--- config.mk ---
export PLATFORM = sky130hd
export DESIGN_NAME = tick_scheduler
export DESIGN_NICKNAME = d
export VERILOG_FILES = /design/src/rtl/tick_scheduler.sv
export SDC_FILE = /design/constraint.sdc
export NUM_CORES = 1
export LEC_CHECK = 0
export CAP_MARGIN = 20
export CELL_PAD_IN_SITES_DETAIL_PLACEMENT = 1
export CELL_PAD_IN_SITES_GLOBAL_PLACEMENT = 1
export CORE_UTILIZATION = 35
export DETAILED_ROUTE_END_ITERATION = 8
export GPL_TIMING_DRIVEN = 0
export PLACE_DENSITY = 0.61
export SYNTH_ARGS = -nofsm -noshare
export SYNTH_HDL_FRONTEND = slang
export SYNTH_SLANG_ARGS = --single-unit
--- constraint.sdc ---
create_clock -name clk -period 5 [get_ports clk]
set_input_delay 0.5 -clock clk [delete_from_list [all_inputs] [get_ports clk]]
set_output_delay 0.5 -clock clk [all_outputs]
set_load 0.05 [all_outputs]
--- src/rtl/tick_scheduler.sv ---
`default_nettype none
// ============================================================================
// Module      : tick_scheduler
// Description : Periodic event scheduler. A prescaler divides clk into a base
//               tick. NCH programmable channels count base ticks. Each channel
//               raises a pending event on expiry. Pending events are issued
//               one at a time on a valid/ready port, with round-robin
//               arbitration between channels.
//
// Ports       : clk          system clock, rising edge
//               reset        synchronous active-high reset
//               cfg_we       period write strobe
//               cfg_addr     channel index of the write (>= NCH is ignored)
//               cfg_data     period in base ticks (0 = never expires)
//               ch_en        per-channel enable
//               tick         registered one-cycle base-tick pulse
//               evt_valid    event offered
//               evt_id       channel of the offered event
//               evt_ready    consumer accepts the offered event
//               overrun      sticky per-channel overrun flags
//               overrun_clr  clears all overrun flags
//
// Build macro : TICK_SCHED_OVERRUN_EN - when defined, sticky overrun
//               registers are built. When undefined, overrun reads 0 and
//               overrun_clr is ignored.
//
// Revision    : 1.0 - initial release
// ============================================================================
module tick_scheduler #(
    parameter int PRESCALE = 24000000,
    parameter int PSW      = 32,
    parameter int NCH      = 4,
    parameter int PW       = 16
) (
    input  logic           clk,
    input  logic           reset,
    input  logic           cfg_we,
    input  logic [2:0]     cfg_addr,
    input  logic [PW-1:0]  cfg_data,
    input  logic [NCH-1:0] ch_en,
    output logic           tick,
    output logic           evt_valid,
    output logic [2:0]     evt_id,
    input  logic           evt_ready,
    output logic [NCH-1:0] overrun,
    input  logic           overrun_clr
);

    // ------------------------------------------------------------------
    // Constants
    // ------------------------------------------------------------------
    localparam logic [PSW-1:0] c_pcnt_max = PSW'(PRESCALE - 1);
    localparam logic [PSW-1:0] c_pcnt_one = PSW'(1);
    localparam logic [PW-1:0]  c_per_one  = PW'(1);
    localparam logic [2:0]     c_last_rst = 3'(NCH - 1);

    // Arbiter states
    localparam logic [0:0] c_ST_IDLE  = 1'b0;
    localparam logic [0:0] c_ST_OFFER = 1'b1;

    // ------------------------------------------------------------------
    // Declarations
    // ------------------------------------------------------------------
    logic [PSW-1:0] r_pcnt;
    logic           r_tick;

    logic [0:0]     r_state;
    logic           r_evt_valid;
    logic [2:0]     r_evt_id;
    logic [2:0]     r_last;

    logic [NCH-1:0] r_pend;
    logic [NCH-1:0] w_pend_nxt;
    logic [7:0]     w_pend8;

    logic           w_grant_vld;
    logic [2:0]     w_grant_id;
    logic [3:0]     w_sum;
    logic           w_take;

    assign tick      = r_tick;
    assign evt_valid = r_evt_valid;
    assign evt_id    = r_evt_id;

    // ------------------------------------------------------------------
    // Prescaler: counts 0..PRESCALE-1 and pulses tick on the wrap edge.
    // ------------------------------------------------------------------
    always_ff @(posedge clk) begin
        if (reset) begin
            r_pcnt <= '0;
            r_tick <= 1'b0;
        end else if (r_pcnt == c_pcnt_max) begin
            r_pcnt <= '0;
            r_tick <= 1'b1;
        end else begin
            r_pcnt <= r_pcnt + c_pcnt_one;
            r_tick <= 1'b0;
        end
    end

    // ------------------------------------------------------------------
    // Round-robin search over pending bits, starting at last+1.
    // The loop walks from the farthest candidate to the nearest one, so
    // the final assignment that sticks is the first set bit in search
    // order. No early exit is needed.
    // ------------------------------------------------------------------
    assign w_pend8 = 8'(r_pend);

    always_comb begin
        w_grant_vld = 1'b0;
        w_grant_id  = 3'd0;
        w_sum       = 4'd0;
        for (int k = NCH; k >= 1; k--) begin
            w_sum = {1'b0, r_last} + 4'(k);
            if (w_sum >= 4'(NCH)) begin
                w_sum = w_sum - 4'(NCH);
            end
            if (w_pend8[w_sum[2:0]]) begin
                w_grant_vld = 1'b1;
                w_grant_id  = w_sum[2:0];
            end
        end
    end

    // A grant is issued only from IDLE. It clears the granted pend bit on
    // the same edge.
    assign w_take = (r_state == c_ST_IDLE) && w_grant_vld;

    // ------------------------------------------------------------------
    // Per-channel counters, pending bits and optional overrun flags
    // ------------------------------------------------------------------
    for (genvar i = 0; i < NCH; i++) begin : g_ch
        logic [PW-1:0] r_cnt;
        logic [PW-1:0] r_per;
        logic          w_wr;
        logic          w_clr;
        logic          w_exp;

        assign w_wr  = cfg_we && (cfg_addr == 3'(i));
        assign w_clr = w_take && (w_grant_id == 3'(i));

        // A write on the same edge restarts the channel and suppresses
        // any expiry.
        assign w_exp = ch_en[i] && !w_wr && r_tick && (r_per != '0)
                       && (r_cnt == (r_per - c_per_one));

        always_ff @(posedge clk) begin
            if (reset) begin
                r_cnt <= '0;
                r_per <= '0;
            end else if (!ch_en[i]) begin
                r_cnt <= '0;
            end else if (w_wr) begin
                r_per <= cfg_data;
                r_cnt <= '0;
            end else if (r_tick && (r_per != '0)) begin
                r_cnt <= w_exp ? '0 : (r_cnt + c_per_one);
            end
        end

        // Expiry wins over a grant clear on the same edge, so a new event
        // is never lost.
        assign w_pend_nxt[i] = !ch_en[i] ? 1'b0 :
                               w_exp     ? 1'b1 :
                               w_clr     ? 1'b0 :
                                           r_pend[i];

`ifdef TICK_SCHED_OVERRUN_EN
        logic r_ovr;
        logic w_ovr_set;

        // Coalescing only counts as an overrun when the bit is still pending
        // after this edge. A same-edge grant consumes the old event.
        assign w_ovr_set = w_exp && r_pend[i] && !w_clr;

        always_ff @(posedge clk) begin
            if (reset) begin
                r_ovr <= 1'b0;
            end else if (w_ovr_set) begin
                r_ovr <= 1'b1;
            end else if (overrun_clr) begin
                r_ovr <= 1'b0;
            end
        end

        assign overrun[i] = r_ovr;
`else
        assign overrun[i] = 1'b0;
`endif
    end

`ifndef TICK_SCHED_OVERRUN_EN
    logic w_unused_ovr_clr;
    assign w_unused_ovr_clr = overrun_clr;
`endif

    always_ff @(posedge clk) begin
        if (reset) begin
            r_pend <= '0;
        end else begin
            r_pend <= w_pend_nxt;
        end
    end

    // ------------------------------------------------------------------
    // Arbiter FSM. IDLE always separates consecutive offers, so the port
    // issues at most one event every two cycles. An offer stays in place
    // even if its channel is disabled.
    // ------------------------------------------------------------------
    always_ff @(posedge clk) begin
        if (reset) begin
            r_state     <= c_ST_IDLE;
            r_evt_valid <= 1'b0;
            r_evt_id    <= 3'd0;
            r_last      <= c_last_rst;
        end else begin
            case (r_state)
                c_ST_IDLE: begin
                    if (w_grant_vld) begin
                        r_evt_id    <= w_grant_id;
                        r_evt_valid <= 1'b1;
                        r_state     <= c_ST_OFFER;
                    end
                end
                c_ST_OFFER: begin
                    if (evt_ready) begin
                        r_evt_valid <= 1'b0;
                        r_last      <= r_evt_id;
                        r_state     <= c_ST_IDLE;
                    end
                end
                default: begin
                    r_state <= c_ST_IDLE;
                end
            endcase
        end
    end

endmodule
`default_nettype wire

==> results of run 1 <==
cell families (layout without fill, tap and decap cells):
kind of cell    count (synthesis)  in the layout  share of synthesized area, %
other cells                     1              5                        0.0379
flops                         173            173                          35.0
mux                            27             27                          2.76
fa+ha+maj                      15             15                          1.90
buf+inv                        92            155                          3.80
compound gates                160            160                          10.5
simple gates                  595            595                          31.3
xor+xnor                      165            165                          14.6
where the power goes:
part           leakage, nW  total (mW)  internal (mW)  switching [mW]
clock                0.276        1.34          0.715           0.628
combinational         2.50       0.258         0.0960           0.162
sequential            1.40        1.41           1.39          0.0160
layout by cell type, fill, tap and decap left out, drive strengths merged, types with 12 or more instances in the layout:
cell type and instances:
nand2 147, and3 25, nand4 39, nor4 17, ha 15, clkbuf 73, inv 32, nand3 68
xnor2 71, clkdlybuf4s50 30, xor2 94, nor2 122, nor3 90, o21ai 16, nand2b 12, mux2i 25
buf 13, dfxtp 173, a21oi 68
how the worst min path moves through the flow:
stage / startpoint / end / depth (start not counted)
2_1_floorplan: r_pcnt[0] / r_pcnt[0] / 1
3_3_place_gp: r_pcnt[0] / r_pcnt[0] / 1
3_5_place_dp: r_pcnt[0] / r_pcnt[0] / 1
4_1_cts: r_pcnt[0] / r_pcnt[0] / 1
5_1_grt: g_ch[3].r_per[1] / g_ch[3].r_per[1] / 2
6_report: r_pcnt[0] / r_pcnt[0] / 1
area by class of cell:
class | count | area share (%)
plain buffers | 65 | 2.44
repair buffers | 31 | 2.71
flip-flops and latches | 173 | 30.8
diodes | 1 | 0.0222
multi-input cells | 966 | 53.8
clock inverters | 12 | 1.15
inverters | 27 | 0.901
well taps | 378 | 4.20
clock buffers | 20 | 3.97
sequential cells by signal, summed over array words and instances (netlist names):
name        flops
tick            1
r_last          3
r_pend          4
evt_id          3
g_ch.r_per     64
r_pcnt         32
evt_valid       1
g_ch.r_cnt     64
r_state         1
per-stage QoR:
stage | total power [mW] | instances | util, % | setup WS [ns] | hold WS, ns
after detailed placement | 1.70 | 1640 | 38.4 | 1.46 | 0.457
after global routing | 3.13 | 1673 | 40.5 | 1.32 | 0.506
after floorplan | 1.60 | 1231 | - | 2.38 | 0.430
after CTS | 3.05 | 1672 | 40.5 | 1.65 | 0.475
final | 3.01 | 1673 | 40.5 | 1.68 | 0.474
after global placement | 1.69 | 1639 | 38.4 | 1.45 | 0.447
layer usage:
layer,global-route usage [%],share of wire [%],vias up
met1,27.2,48,4210
met5,0,0,-
li1,-,-,4418
met4,6.78,2.0,0
met2,34.8,47,72
met3,2.93,2.8,30
==> impl_results.md, run 1 <==
* Die Wd at 170 um
* RSZ-0062 raised after global routing: no
* Total CTS buffers at 17
* # clock sinks at 173
* Drt first-iter violations at 360
* Fillers at 3431
* Antenna violations before repair at 1
* Clock skew at 0.0109 ns
* Multi-input gate area at 6060 um^2
* Final Cell Area at roughly 11000 um^2
* CTS tree: built
* Slew @ Worst Pin at between 0.9 and 1 ns
* Hold Violations, Final at 0
* Final min period at 3.32 ns
* Final Cycle Share at between 60% and 70%
* Vias/cell at 5.22
* Slew Limit Headroom at 39.5%
* Crit path from: g_ch[2].r_per[0]
* FF-to-FF setup slack at 1.68 ns
* Mapped cell area at 9880 um^2
* Core area at 27800 um^2
* Grt total ovfl at 0
* CP required at 5.31 ns
* Syn Inst Count at 1228
* Nets at 1324
* Library cells used by synthesis at 81
* Clock-pin transition on the worst setup and hold timing paths at 0.08 ns
* Fmax at 0.302 GHz
* Vias in the first global route at 8867
* Instance count on the critical path at 10
* Avg Inst Size Synth at 8.05 um^2
* DPL Wire Length at 21400 um
* Slowest cell on the critical path: nor3_2
* End of the critical path: g_ch[2].r_cnt[13]
* TritonRoute pass-1 iters at 4
* Reg area at 3460 um^2
* Post-route ant nets at 0
* Max Transition Viols Final at 0
* VDD IR max at 0.262 mV
* Port buffer count at 30
* CP Max Fanout at 10
* Clock latency reported for the late side of the worst-skew pair at 0.44 ns
* Number of I/O pins at 37
* Starting Density at about 36%
* DR vias at between 8k and 9k
* Worst hold-check path type: reg -> reg
* Post-synth EDFFs at 0
* Async set or reset register ratio after synthesis at 0%
* Reg2reg end: g_ch[2].r_cnt[13]
* Root Driver: clkbuf_16
* Most common cell in the netlist: dfxtp_1
* R2R depth at 10
* Synthesis Warnings at 0
* Drc violations at 0
* Top FF cell, synth: dfxtp_1
* Cts hold-fix bufs at 0
* LEAKAGE at about 4.2 nW
* CP endpoint kind: register
* Yosys top cell area share at 35.0%
* FP Rows at 61
* Synth area leaders: dfxtp_1 (35%), xor2_1 (8.3%), xnor2_1 (6.3%)
* Die Area at 28900 um^2
* Finish-stage setup viols at 0
* Final setup TNS at 0 ns
* RR Startpoint: g_ch[2].r_per[0]
* Critical path class: reg -> reg
* Top cells by count, synth: dfxtp_1 (173), nand2_1 (146), nor2_1 (121)
* Critical path cell sequence: inv_1, ha_1, nor4b_4, nand2_1, or4_1, a21oi_1, a31oi_1, nor3_2, buf_2, nor3_1
* Placed cell area at 10700 um^2
* Routed len/inst at 17.0 um
* Worst path max stage delay at 0.53 ns
* Layout cells sized above 1 at 6.11%
* CP Data Arrival Time at 3.62 ns
* Crit start category: register
* Status: finished clean
* Total Wirelength at 28400 um
* WP buf/inv at 2
* Synth-to-layout area growth at 13.8%
* Cts repair resizes at 0
* Die height at 170 um
* Maximum clock path buffer count at 2
* Max-cap violation count at 0
* Post-synth top area cell: dfxtp_1
* Postcts setup bufs at 0
* Delay-heaviest family, CP: simple AND/OR/NAND/NOR gates
* H-tree Lvls at 4
* Global placer's final weighted congestion at around 0.84
* First-pass GRT wire length at 47200 um
* Seq cells post-synth at 173
* Post-synthesis sequential area ratio at 35.0%
* Largest net degree at the start of global routing at 17
* Total GRT Usage at 20.7%
* Cell Pwr Density at around 270 nW/um^2
(Power assumes the default switching activity.)
==> run 2, diff against run 1 <==
==> constraint.sdc (replaced) <==
create_clock -name clk -period 3.3 [get_ports clk]
set_input_delay 0.33 -clock clk [delete_from_list [all_inputs] [get_ports clk]]
set_output_delay 0.33 -clock clk [all_outputs]
set_load 0.05 [all_outputs]
==> impl_results.md, run 2 (same netlist as run 1, synthesis figures left out) <==
* Commonest non-fill, non-tap cell in the layout: dfxtp_1
* Sequential Power Share at 46.7% (about the same)
* Commonest non-fill, non-tap cells in the layout: dfxtp_1 (173), nand2_1 (145), nor2_1 (121), xor2_1 (94), nor3_1 (75)
* Drt first-iter violations at 341 (-5.3%)
* Status: finished clean
* Global placer's final weighted congestion at 0.837 (unchanged)
* Worst hold-check path type: reg -> reg
* DR vias at 8801 (+0.81%)
* RR Startpoint: g_ch[0].r_per[5]
* P_int at 3.34 mW (+52%)
* CTS tree: built
* VDD IR max at 0.397 mV (+51%)
* Total Wirelength at 28500 um (+0.55%)
* Critical path class: reg -> reg
* Core area at 27800 um^2 (unchanged)
* Layout cells sized above 1 at 6.93% (+0.82 points)
* Grt total ovfl at 0 (unchanged)
* Total CTS buffers at 17 (unchanged)
* Die Wd at 170 um (unchanged)
* Routed len/inst at 17.0 um (+0.25%)
* DPL Wire Length at 21400 um (unchanged)
* Hold Path Origin: r_pcnt[0]
* Vias/cell at 5.24 (+0.51%)
* CP Data Arrival Time at 3.36 ns (-0.26 ns)
* Die Area at 28900 um^2 (unchanged)
* Reg2reg end: g_ch[0].r_cnt[11]
* Final Util at 40.8% (+0.28 points)
* Max Transition Viols Final at 0 (unchanged)
* Post-route ant nets at 0 (unchanged)
* Finish-stage setup viols at 0 (unchanged)
* Sw power at 1.23 mW (+52%)
* CP Max Fanout at 10 (unchanged)
* Vias in the first global route at 8888 (+0.24%)
* H-tree Lvls at 4 (unchanged)
* Cell Pwr Density at 403 nW/um^2 (+51%)
* Crit start category: register
* Hold Path Cell Cnt at 1 (unchanged)
* CP endpoint kind: register
* Total GRT Usage at 20.8% (+0.030 points)
* Nets at 1329 (+0.38%)
* Hold Path End: r_pcnt[0]
* Fmax at 0.326 GHz (+8.3%)
* # clock sinks at 173 (unchanged)
* Clock skew at 0.0109 ns (-0.0000104 ns)
* Sw Ratio at 26.9% (+0.092 points)
* Largest net degree at the start of global routing at 17 (unchanged)
* Antenna violations before repair at 1 (unchanged)
* Largest registers: g_ch.r_cnt: 64 flops, g_ch.r_per: 64 flops, r_pcnt: 32 flops
* Die height at 170 um (unchanged)
* Root Driver: clkbuf_16
* Overall power at 4.57 mW (+52%)
* Combinational share of power at 8.7% (about the same)
* FP Rows at 61 (unchanged)
* Number of I/O pins at 37 (unchanged)
* RSZ-0062 raised after global routing: no
* Drc violations at 0 (unchanged)
* Clock Power Share at 44.6% (about the same)
* Clock latency reported for the late side of the worst-skew pair at 0.44 ns (about the same)
* Final Cycle Share at 92.8% (+27 points)
* Maximum clock path buffer count at 2 (unchanged)
* Starting Density at 35.6% (unchanged)
* Hold Violations, Final at 0 (unchanged)
* Final setup TNS at 0 ns (unchanged)
* Slew @ Worst Pin at 0.745 ns (-0.155 ns)
* Cts hold-fix bufs at 0 (unchanged)
* First-pass GRT wire length at 47300 um (+0.18%)
* LEAKAGE at 4.22 nW (+1.2%)
* R2R depth at 9 (-1)
* TritonRoute pass-1 iters at 5 (+1)
* FF-to-FF setup slack at 0.24 ns (-1.45 ns)
* Synth-to-layout area growth at 14.6%
* CP required at 3.60 ns (-1.71 ns)
* Clock-pin transition on the worst setup and hold timing paths at 0.08 ns (about the same)
* Port buffer count at 30 (unchanged)
* Slew Limit Headroom at 49.9% (+10 points)
* Max-cap violation count at 0 (unchanged)
* Final min period at 3.06 ns (-0.253 ns)
-- run 2: cell count changes in the layout (fill, tap and decap cells not counted), sizes merged --
cell and delta:
buf +5
-- run 2: power by group through the flow --
stage          clock [mW]  combinational [mW]  sequential [mW]
2_1_floorplan           0               0.242             2.18
3_3_place_gp            0               0.386             2.18
3_5_place_dp            0               0.391             2.18
4_1_cts              2.10               0.394             2.13
5_1_grt              2.18               0.438             2.13
6_report             2.04               0.398             2.13
-- run 2: worst max path at each step --
stage          cells after the start             start                 to  slack (ns)
2_1_floorplan                     10  g_ch[2].r_per[0]  g_ch[2].r_cnt[10]        0.68
3_3_place_gp                       6       cfg_addr[0]  g_ch[0].r_cnt[11]       -0.08
3_5_place_dp                      10       cfg_addr[1]  g_ch[1].r_cnt[10]       -0.07
4_1_cts                           10  g_ch[2].r_per[0]  g_ch[2].r_cnt[13]        0.08
5_1_grt                            9  g_ch[0].r_per[5]   g_ch[0].r_cnt[7]        0.07
6_report                           9  g_ch[0].r_per[5]  g_ch[0].r_cnt[11]        0.24
-- run 2: timing repair --
action,CTS,global route
buffers inserted,0,5
setup endpoints to repair,18,31
hold endpoints to repair,0,0
cloned,0,0
resized for setup,2,9
pin swaps,0,2
-- run 2: stage by stage --
| step | area, um^2 | cells | setup WS [ns] | hold slack [ns] |
|---|---|---|---|---|
| 2_1_floorplan | 9890 | 1231 | 0.676 | 0.430 |
| 3_3_place_gp | 10700 | 1639 | -0.0806 | 0.447 |
| 3_5_place_dp | 10700 | 1640 | -0.0650 | 0.457 |
| 4_1_cts | 11300 | 1672 | 0.0831 | 0.475 |
| 5_1_grt | 11300 | 1678 | 0.0685 | 0.506 |
| 6_report | 11300 | 1678 | 0.236 | 0.474 |
-- run 2: final cells by class --
type,count,area [um^2]
fill,3425,16500
multi-input combinational,966,6100
sequential,173,3460
tap,378,473
clock buffer,20,447
timing repair buffer,36,343
buffer,65,275
clock inverter,12,129
inverter,27,101
antenna,1,2.50
-- run 2: layer usage --
| metal | share of wire [%] | track usage (%) |
|---|---|---|
| met1 | 48 | 27.2 |
| met2 | 47 | 34.9 |
| met3 | 2.3 | 2.93 |
| met4 | 2.0 | 6.78 |
| met5 | 0 | 0 |
-- run 2: worst max-delay path, cell delays in order (launching register included) --
cell and delay (ns):
dfxtp_1 0.30, clkbuf_1 0.25, nor4_4 0.40, nand2_2 0.12, or4_4 0.54, a221oi_2 0.31, nand4b_2 0.18, nor4_4 0.51
buf_6 0.25, nor3_2 0.06
